==> config.mk <==
export PLATFORM = sky130hd
export DESIGN_NAME = pipe_ctrl
export DESIGN_NICKNAME = d
export VERILOG_FILES = /design/src/rtl/pipe_ctrl_pkg.sv /design/src/rtl/pipe_stall_wdog.sv /design/src/rtl/pipe_ctrl.sv
export SDC_FILE = /design/constraint.sdc
export NUM_CORES = 1
export LEC_CHECK = 0
export BUFFER_PORTS_ARGS = -buffer_cell sky130_fd_sc_hd__buf_4
export CAP_MARGIN = 20
export CORE_ASPECT_RATIO = 1.75
export CORE_MARGIN = 1.5
export CORE_UTILIZATION = 51
export CTS_BUF_LIST = sky130_fd_sc_hd__clkbuf_4 sky130_fd_sc_hd__clkbuf_8
export DETAILED_ROUTE_END_ITERATION = 10
export PLACE_DENSITY = 0.87
export SLEW_MARGIN = 20
export SYNTH_ARGS = -nofsm -noshare
export SYNTH_HDL_FRONTEND = slang
export SYNTH_SLANG_ARGS = --single-unit
==> constraint.sdc <==
create_clock -name clk -period 3.3 [get_ports clk]
set_input_delay 0.495 -clock clk [delete_from_list [all_inputs] [get_ports clk]]
set_output_delay 0.495 -clock clk [all_outputs]
set_load 0.05 [all_outputs]
==> src/rtl/pipe_ctrl_pkg.sv <==
// Shared constants for the pipeline controller: stage indices, FSM encodings,
// the default watchdog timeout and a helper to build contiguous stage masks.
package pipe_ctrl_pkg;

  localparam int STG_PC    = 0;
  localparam int STG_IFID  = 1;
  localparam int STG_IDEX  = 2;
  localparam int STG_EXMEM = 3;
  localparam int STG_MEMWB = 4;
  localparam int NSTG      = 5;

  localparam int unsigned DEF_TIMEOUT = 255;

  typedef enum logic [1:0] {
    ST_RUN      = 2'd0,
    ST_DRAIN    = 2'd1,
    ST_REDIRECT = 2'd2
  } state_e;

  // Mask with bits lo..hi set, e.g. stg_range(STG_PC, STG_EXMEM) = 5'b01111.
  function automatic logic [NSTG-1:0] stg_range(input int lo, input int hi);
    logic [NSTG-1:0] m;
    m = '0;
    for (int k = 0; k < NSTG; k++) begin
      if (k >= lo && k <= hi) m[k] = 1'b1;
    end
    return m;
  endfunction

endpackage

==> src/rtl/pipe_stall_wdog.sv <==
// Bus-wait watchdog: counts consecutive mem stall cycles and pulses
// timeout_o on the TIMEOUT-th one, then restarts the count.
module pipe_stall_wdog
  import pipe_ctrl_pkg::*;
#(
  parameter int unsigned TIMEOUT = DEF_TIMEOUT
) (
  input  logic clk,
  input  logic rst_n,
  input  logic stall_i,
  output logic timeout_o
);

  localparam logic [7:0] LAST = 8'(TIMEOUT - 1);

  logic [7:0] cnt_q;
  logic [7:0] cnt_d;
  logic       hit;

  assign hit       = stall_i && (cnt_q == LAST);
  assign timeout_o = hit && rst_n;

  always_comb begin
    cnt_d = '0;
    if (stall_i && !hit) begin
      cnt_d = (cnt_q == 8'hFF) ? cnt_q : cnt_q + 8'd1;
    end
  end

  always_ff @(posedge clk or negedge rst_n) begin
    if (!rst_n) cnt_q <= '0;
    else        cnt_q <= cnt_d;
  end

endmodule

==> src/rtl/pipe_ctrl.sv <==
// Pipeline hazard/redirect controller: prioritised stall/flush decode in RUN,
// plus a trap sequence that drains the pipe before redirecting to the vector.
module pipe_ctrl
  import pipe_ctrl_pkg::*;
#(
  parameter int unsigned TIMEOUT = DEF_TIMEOUT
) (
  input  logic        clk,
  input  logic        rst_n,
  input  logic        id_stallreq_i,
  input  logic        ex_stallreq_i,
  input  logic        mem_stallreq_i,
  input  logic        ex_branch_flag_i,
  input  logic [31:0] ex_branch_addr_i,
  input  logic        trap_req_i,
  input  logic [31:0] trap_vec_i,
  output logic [4:0]  stall_o,
  output logic [4:0]  flush_o,
  output logic [31:0] new_pc_o,
  output logic        new_pc_valid_o,
  output logic        busy_o,
  output logic        bus_timeout_o
);

  state_e      state_q, state_d;
  logic [31:0] vec_q, vec_d;

  always_ff @(posedge clk or negedge rst_n) begin
    if (!rst_n) begin
      state_q <= ST_RUN;
      vec_q   <= '0;
    end else begin
      state_q <= state_d;
      vec_q   <= vec_d;
    end
  end

  always_comb begin
    state_d = state_q;
    vec_d   = vec_q;
    case (state_q)
      ST_RUN: begin
        if (trap_req_i) begin
          state_d = ST_DRAIN;
          vec_d   = trap_vec_i;
        end
      end
      ST_DRAIN:    if (!mem_stallreq_i) state_d = ST_REDIRECT;
      ST_REDIRECT: state_d = ST_RUN;
      default:     state_d = ST_RUN;
    endcase
  end

  // Outputs are forced to zero while reset is asserted, independent of the clock.
  always_comb begin
    stall_o        = '0;
    flush_o        = '0;
    new_pc_o       = '0;
    new_pc_valid_o = 1'b0;
    busy_o         = 1'b0;
    if (rst_n) begin
      case (state_q)
        ST_RUN: begin
          if (mem_stallreq_i) begin
            stall_o = stg_range(STG_PC, STG_EXMEM);
            flush_o = stg_range(STG_MEMWB, STG_MEMWB);
          end else if (ex_stallreq_i) begin
            stall_o = stg_range(STG_PC, STG_IDEX);
            flush_o = stg_range(STG_EXMEM, STG_EXMEM);
          end else if (ex_branch_flag_i) begin
            flush_o        = stg_range(STG_IFID, STG_IDEX);
            new_pc_o       = ex_branch_addr_i;
            new_pc_valid_o = 1'b1;
          end else if (id_stallreq_i) begin
            stall_o = stg_range(STG_PC, STG_IFID);
            flush_o = stg_range(STG_IDEX, STG_IDEX);
          end
        end
        ST_DRAIN: begin
          busy_o = 1'b1;
          if (mem_stallreq_i) begin
            stall_o = stg_range(STG_PC, STG_IDEX);
            flush_o = stg_range(STG_EXMEM, STG_EXMEM);
          end else begin
            stall_o = stg_range(STG_PC, STG_IFID);
            flush_o = stg_range(STG_IDEX, STG_IDEX);
          end
        end
        ST_REDIRECT: begin
          busy_o         = 1'b1;
          flush_o        = stg_range(STG_IFID, STG_EXMEM);
          new_pc_o       = vec_q;
          new_pc_valid_o = 1'b1;
        end
        default: ;
      endcase
    end
  end

  pipe_stall_wdog #(
    .TIMEOUT(TIMEOUT)
  ) u_wdog (
    .clk      (clk),
    .rst_n    (rst_n),
    .stall_i  (mem_stallreq_i),
    .timeout_o(bus_timeout_o)
  );

endmodule

## Word level (Yosys, flattened, before mapping)

Cells that the tools add are included.

- Shift-type cells: 0
- Reductions and logical operators: 8
- $add $sub $neg: 1
- Multiplexer cells: 31
- Divide/modulo/power cells: 0
- Magnitude comparators: 0
- Bitwise operators: 0
- $mul: 0
- Eq/ne operators: 7

Operators with widths:

| operator | number |
|---|---|
| $mux W32 | 4 |
| $pmux W32 S2 | 1 |
| $eq A8 B8 Y1 const B | 2 |
| $mux W8 | 2 |
| $mux W5 | 3 |
| $pmux W5 S3 | 1 |
| $mux W3 | 4 |
| $mux W4 | 3 |
| $add A8 B1 Y8 const B | 1 |
| $mux W2 | 4 |
| $pmux W4 S2 | 1 |
| $mux W1 | 6 |
| $ne A2 B2 Y1 const B | 3 |
| $pmux W2 S2 | 1 |
| $reduce_and A2 Y1 | 2 |
| $logic_and A1 B1 Y1 | 3 |
| $eq A2 B1 Y1 const B | 1 |
| $eq A2 B2 Y1 const B | 1 |
| $logic_not A2 Y1 | 1 |
| $pmux W1 S2 | 1 |
| $reduce_or A2 Y1 | 1 |
| $logic_not A1 Y1 | 1 |

- Bits in writable memories: 0
- Bits in latches: 0
- Bits in read-only memories: 0
- Flip-flop bits (word level): 42
- Word-level logic and storage cells: 50
- Input port bits: 71
- Output and inout port bits: 45
- Memories kept: 0

## Logic depth before layout (Yosys ltp)

- Word-level depth: 6
- Gate-level depth with buffers: 7
- Gate-level depth less buffers: 5

## Modules after synthesis

Synthesis repeated with hierarchy kept, for this count alone.

- Cell total of the unflattened synthesis: 245
- Area, all modules: 2575.0 um^2

By module, submodules not included:

| module | area an instance (um^2) | sequential area each (um^2) | times used | cells each |
|---|---|---|---|---|
| pipe_ctrl | 1991.9 | 850.8 | 1 | 186 |
| pipe_stall_wdog | 583.1 | 200.2 | 1 | 59 |

## Worst setup path after synthesis

No wires, ideal clock.

- Kind: register to output
- Start point: register state_q[0]
- End point: output stall_o[2]
- Arrival time: 1.954 ns
- Cell stages (with the launch flop): 5
- Data required time: 2.805 ns
- Path slack: 0.851 ns
- Cells stage by stage: dfrtp_1 -> inv_1 -> ha_1 -> o21ai_0 -> a21boi_0

- Cells in the longest elaborated chain, start to end: 3

RTL lines:

| element | line | RTL |
|---|---|---|
| start, declared | pipe_ctrl.sv:25 | `state_e state_q, state_d;` |
| start signal, assigned | pipe_ctrl.sv:33 | `state_q <= state_d;` |
| $eq A2 B1 Y1 or $logic_not A2 Y1 (tied branches) | pipe_ctrl.sv:62 | `case (state_q)` |
| $pmux W4 S2 (*) | pipe_ctrl.sv:62 |  |
| $mux W5 (*) | pipe_ctrl.sv:61 | `if (rst_n) begin` |
| end, declared | pipe_ctrl.sv:17 | `output logic [4:0] stall_o,` |

Every way passes the cells marked *; elsewhere a longest branch is shown, timed or not.

## Final worst setup path

- Start point: register state_q[1]
- End point: output new_pc_o[25]

- Cells in the longest elaborated chain, start to end: 3

RTL lines:

| element | line | RTL |
|---|---|---|
| $eq A2 B2 Y1 or $logic_not A2 Y1 (tied branches) | pipe_ctrl.sv:62 |  |
| $pmux W32 S2 (*) | pipe_ctrl.sv:62 |  |
| $mux W32 (*) | pipe_ctrl.sv:61 |  |
| end, declared | pipe_ctrl.sv:19 | `output logic [31:0] new_pc_o,` |

Marks and branches as above.

==> reports/qor.csv <==
stage,metric,value,unit
grt,grt_antenna_before_repair,0,
worst_setup_path,critPathLaunchType,flop,
timing,fin_skew,8.46,ps
worst_hold_path,hold_class,input pin to async pin,
clock_tree,hold_buffers,0,
clock_tree,cts_buffer_depth,2,
status,status,completed,
synthesis,netlist_top_cells_count,"42 x dfrtp_1, 37 x nor2_1, 33 x mux2_2",
grt,grt_usage,0.245,
worst_setup_path,r2r_slack,1200,ps
cells_and_area,antennaDiodeCount,0,
detailed_routing,wl_met2,3.43,mm
place,place_inst,383,
cells_and_area,nNetsFinal,417,
synthesis,synth_edf_count,0,
worst_setup_path,crit_chain,"inv_1, ha_1, and4bb_1, buf_12, a22oi_1, nor2_1, buf_4",
synthesis,yosysMostFrequentCell,dfrtp_1,
synthesis,yosys.area.top_type,dfrtp_1,
worst_setup_path,cp_slowest_stage_delay,530,ps
timing,min_period_over_period,0.849,
synthesis,ys_seq_area_frac,0.440,
pwr,power_density,743,mW/mm2
worst_setup_path,reg2reg_from,state_q[0],
synthesis,synth_top_area_frac,0.440,
worst_setup_path,crit_required,2800,ps
detailed_routing,wl,6.07,mm
synthesis,synth_flop_cell,dfrtp_1,
worst_setup_path,crit_slowest_cell,and4bb_1,
detailed_routing,drtIter0Drc,50,
place,dpl.hpwl,4.57,mm
detailed_routing,drtPass1Iterations,4,
detailed_routing,vias,2223,
pwr,power_leakage,1.57,nW
detailed_routing,wl_met3,351,um
synthesis,ys_warn_count,0,
detailed_routing,drt_drc_violations_left,0,
floorplanning,io_pins,116,
grt,grt_pass1_wl,9.37,mm
pwr,peakVddDrop,0.600,mV
floorplanning,initial_core_util,0.537,
timing,max_freq,0.357,GHz
clock_tree,ctsResizeCount,0,
worst_setup_path,crit_path_end_kind,primary output,
cells_and_area,final_cells,390,
timing,rsz0062_at_grt,no,
timing,setup_viol,0,
grt,grt_max_degree,36,
clock_tree,h-tree-depth,2,
synthesis,ys_async_sr_fraction,1.00,
timing,hold_viol,0,
detailed_routing,wl_per_cell,15.6,um
floorplanning,row_count,32,
synthesis,synthCells,233,
worst_setup_path,rr_worst_depth,5,
floorplanning,chipHeight,93.5,um
detailed_routing,drtAntennaViolNets,0,
worst_setup_path,rr_endpoint,vec_q[20],
detailed_routing,met1_length,2.15,mm
timing,relSlewSlack,0.509,
timing,maxSlewViolCount,0,
grt,grt_pass1_vias,2250,
timing,worst_pin_slew,734,ps
cells_and_area,layout-drive-gt1-share,0.469,
detailed_routing,top_layer,met4,
place,gp_congestion,0.870,
clock_tree,cts_setup_buffers,0,
job,max-cap-violations,0,
cells_and_area,fill_cells,321,
clock_tree,cts_inserted_buffers,5,
clock_tree,clock_latency,290,ps
worst_setup_path,arrival,2310,ps
timing,fin_tns_setup,0,ps
floorplanning,die_x,54.7,um
clock_tree,tritoncts,done,
clock_tree,cts-root-buf,clkbuf_8,
synthesis,ys_ff_latch,42,
worst_setup_path,path_max_fanout,23,
timing,hold_slack,100,ps
synthesis,syn_area_per_cell,10.2,um2
detailed_routing,vias_per_cell,5.70,
synthesis,yosysUniqueCellTypes,34,
floorplanning,core,0.00444,mm2
pwr,power.total,2.48,mW
place,io_buffers,113,
synthesis,syn_area,0.00239,mm2
worst_setup_path,crit_type,flop to primary output,
clock_tree,clk_pin_slew,80,ps
cells_and_area,area_growth,40.2,%
synthesis,synth.area.top_cells,"dfrtp_1 44%, mux2_2 16%, a22oi_1 10%, nor2_1 5.8%, ha_1 3.7%",
timing,period_minus_slack,2800,ps
grt,overflow,0,
clock_tree,clock-sinks,42,
floorplanning,die_area,0.00511,mm2
==> per-layer routing <==
metal,global-route usage,vias up
met5,0,-
met4,0.0938,0
met3,0.0431,14
met2,0.458,89
met1,0.247,1072
li1,-,1048
==> cell type report <==
class                   instances  area (um2)  area share
well taps                      51        63.8      0.0191
repair buffers                118         911       0.272
multi-input cells             168        1190       0.356
clock inverters                 1        30.0     0.00898
clock buffers                   6        82.6      0.0247
flip-flops and latches         42        1050       0.314
inverters                       4        15.0     0.00449
==> worst max-delay path, delay by kind of cell (launching register included) <==
family          cells  cell delay, ps
flops               1             420
fa+ha+maj           1             310
simple gates        2             650
buf+inv             3             560
compound gates      1              80
==> through the flow <==
stage / util / instance area [um2] / setup WS, ps
final: 0.753 / 3350 / 497
after global routing: 0.753 / 3350 / 330
after CTS: 0.753 / 3350 / 520
after detailed placement: 0.727 / 3230 / 830
after global placement: 0.727 / 3230 / 920
after floorplan: - / 2390 / 851
==> flip-flops by register name (all words and copies together), names as in the netlist <==
register / count
state_q: 2
u_wdog.cnt_q: 8
vec_q: 32
==> logic make-up (layout without fill, tap and decap cells) <==
kind of cell,after synthesis,in the layout,synth area share
buffers and inverters,24,129,0.0629
AOI/OAI and AO/OA,56,56,0.159
adders and majority gates,7,7,0.0367
and+or+nand+nor,69,69,0.140
muxes,33,33,0.156
other,1,2,0.00157
xor gates and xnor gates,1,1,0.00367
DFF,42,42,0.440
==> power by group <==
part	leakage, nW	internal [mW]	switching (mW)
clock	0.0573	0.242	0.162
combinational	0.998	0.517	0.708
sequential	0.510	0.731	0.125
==> placed cells by master, fill, tap and decap left out, types with 2 or more instances in the layout <==
master / instances
nor3_1: 4
nor2_1: 37
a211oi_1: 3
buf_4: 116
ha_1: 7
a22oi_1: 32
and3_1: 2
conb_1: 2
nand2b_1: 2
mux2_2: 33
buf_12: 2
o21ai_0: 3
dfrtp_1: 42
clkbuf_8: 6
a21oi_1: 12
inv_1: 4
nand4_1: 3
nand2_1: 6
nand3_1: 3
and4_1: 3
and2_1: 4
==> worst max-delay path by stage <==
stage	start	endpoint	depth (start not counted)
2_1_floorplan	state_q[0]	stall_o[2]	4
3_5_place_dp	state_q[1]	new_pc_o[0]	7
4_1_cts	state_q[1]	new_pc_o[0]	7
3_3_place_gp	state_q[0]	new_pc_o[26]	7
5_1_grt	state_q[0]	new_pc_o[22]	7
6_report	state_q[1]	new_pc_o[25]	7
Note: power is estimated with default switching activity, not from simulation.
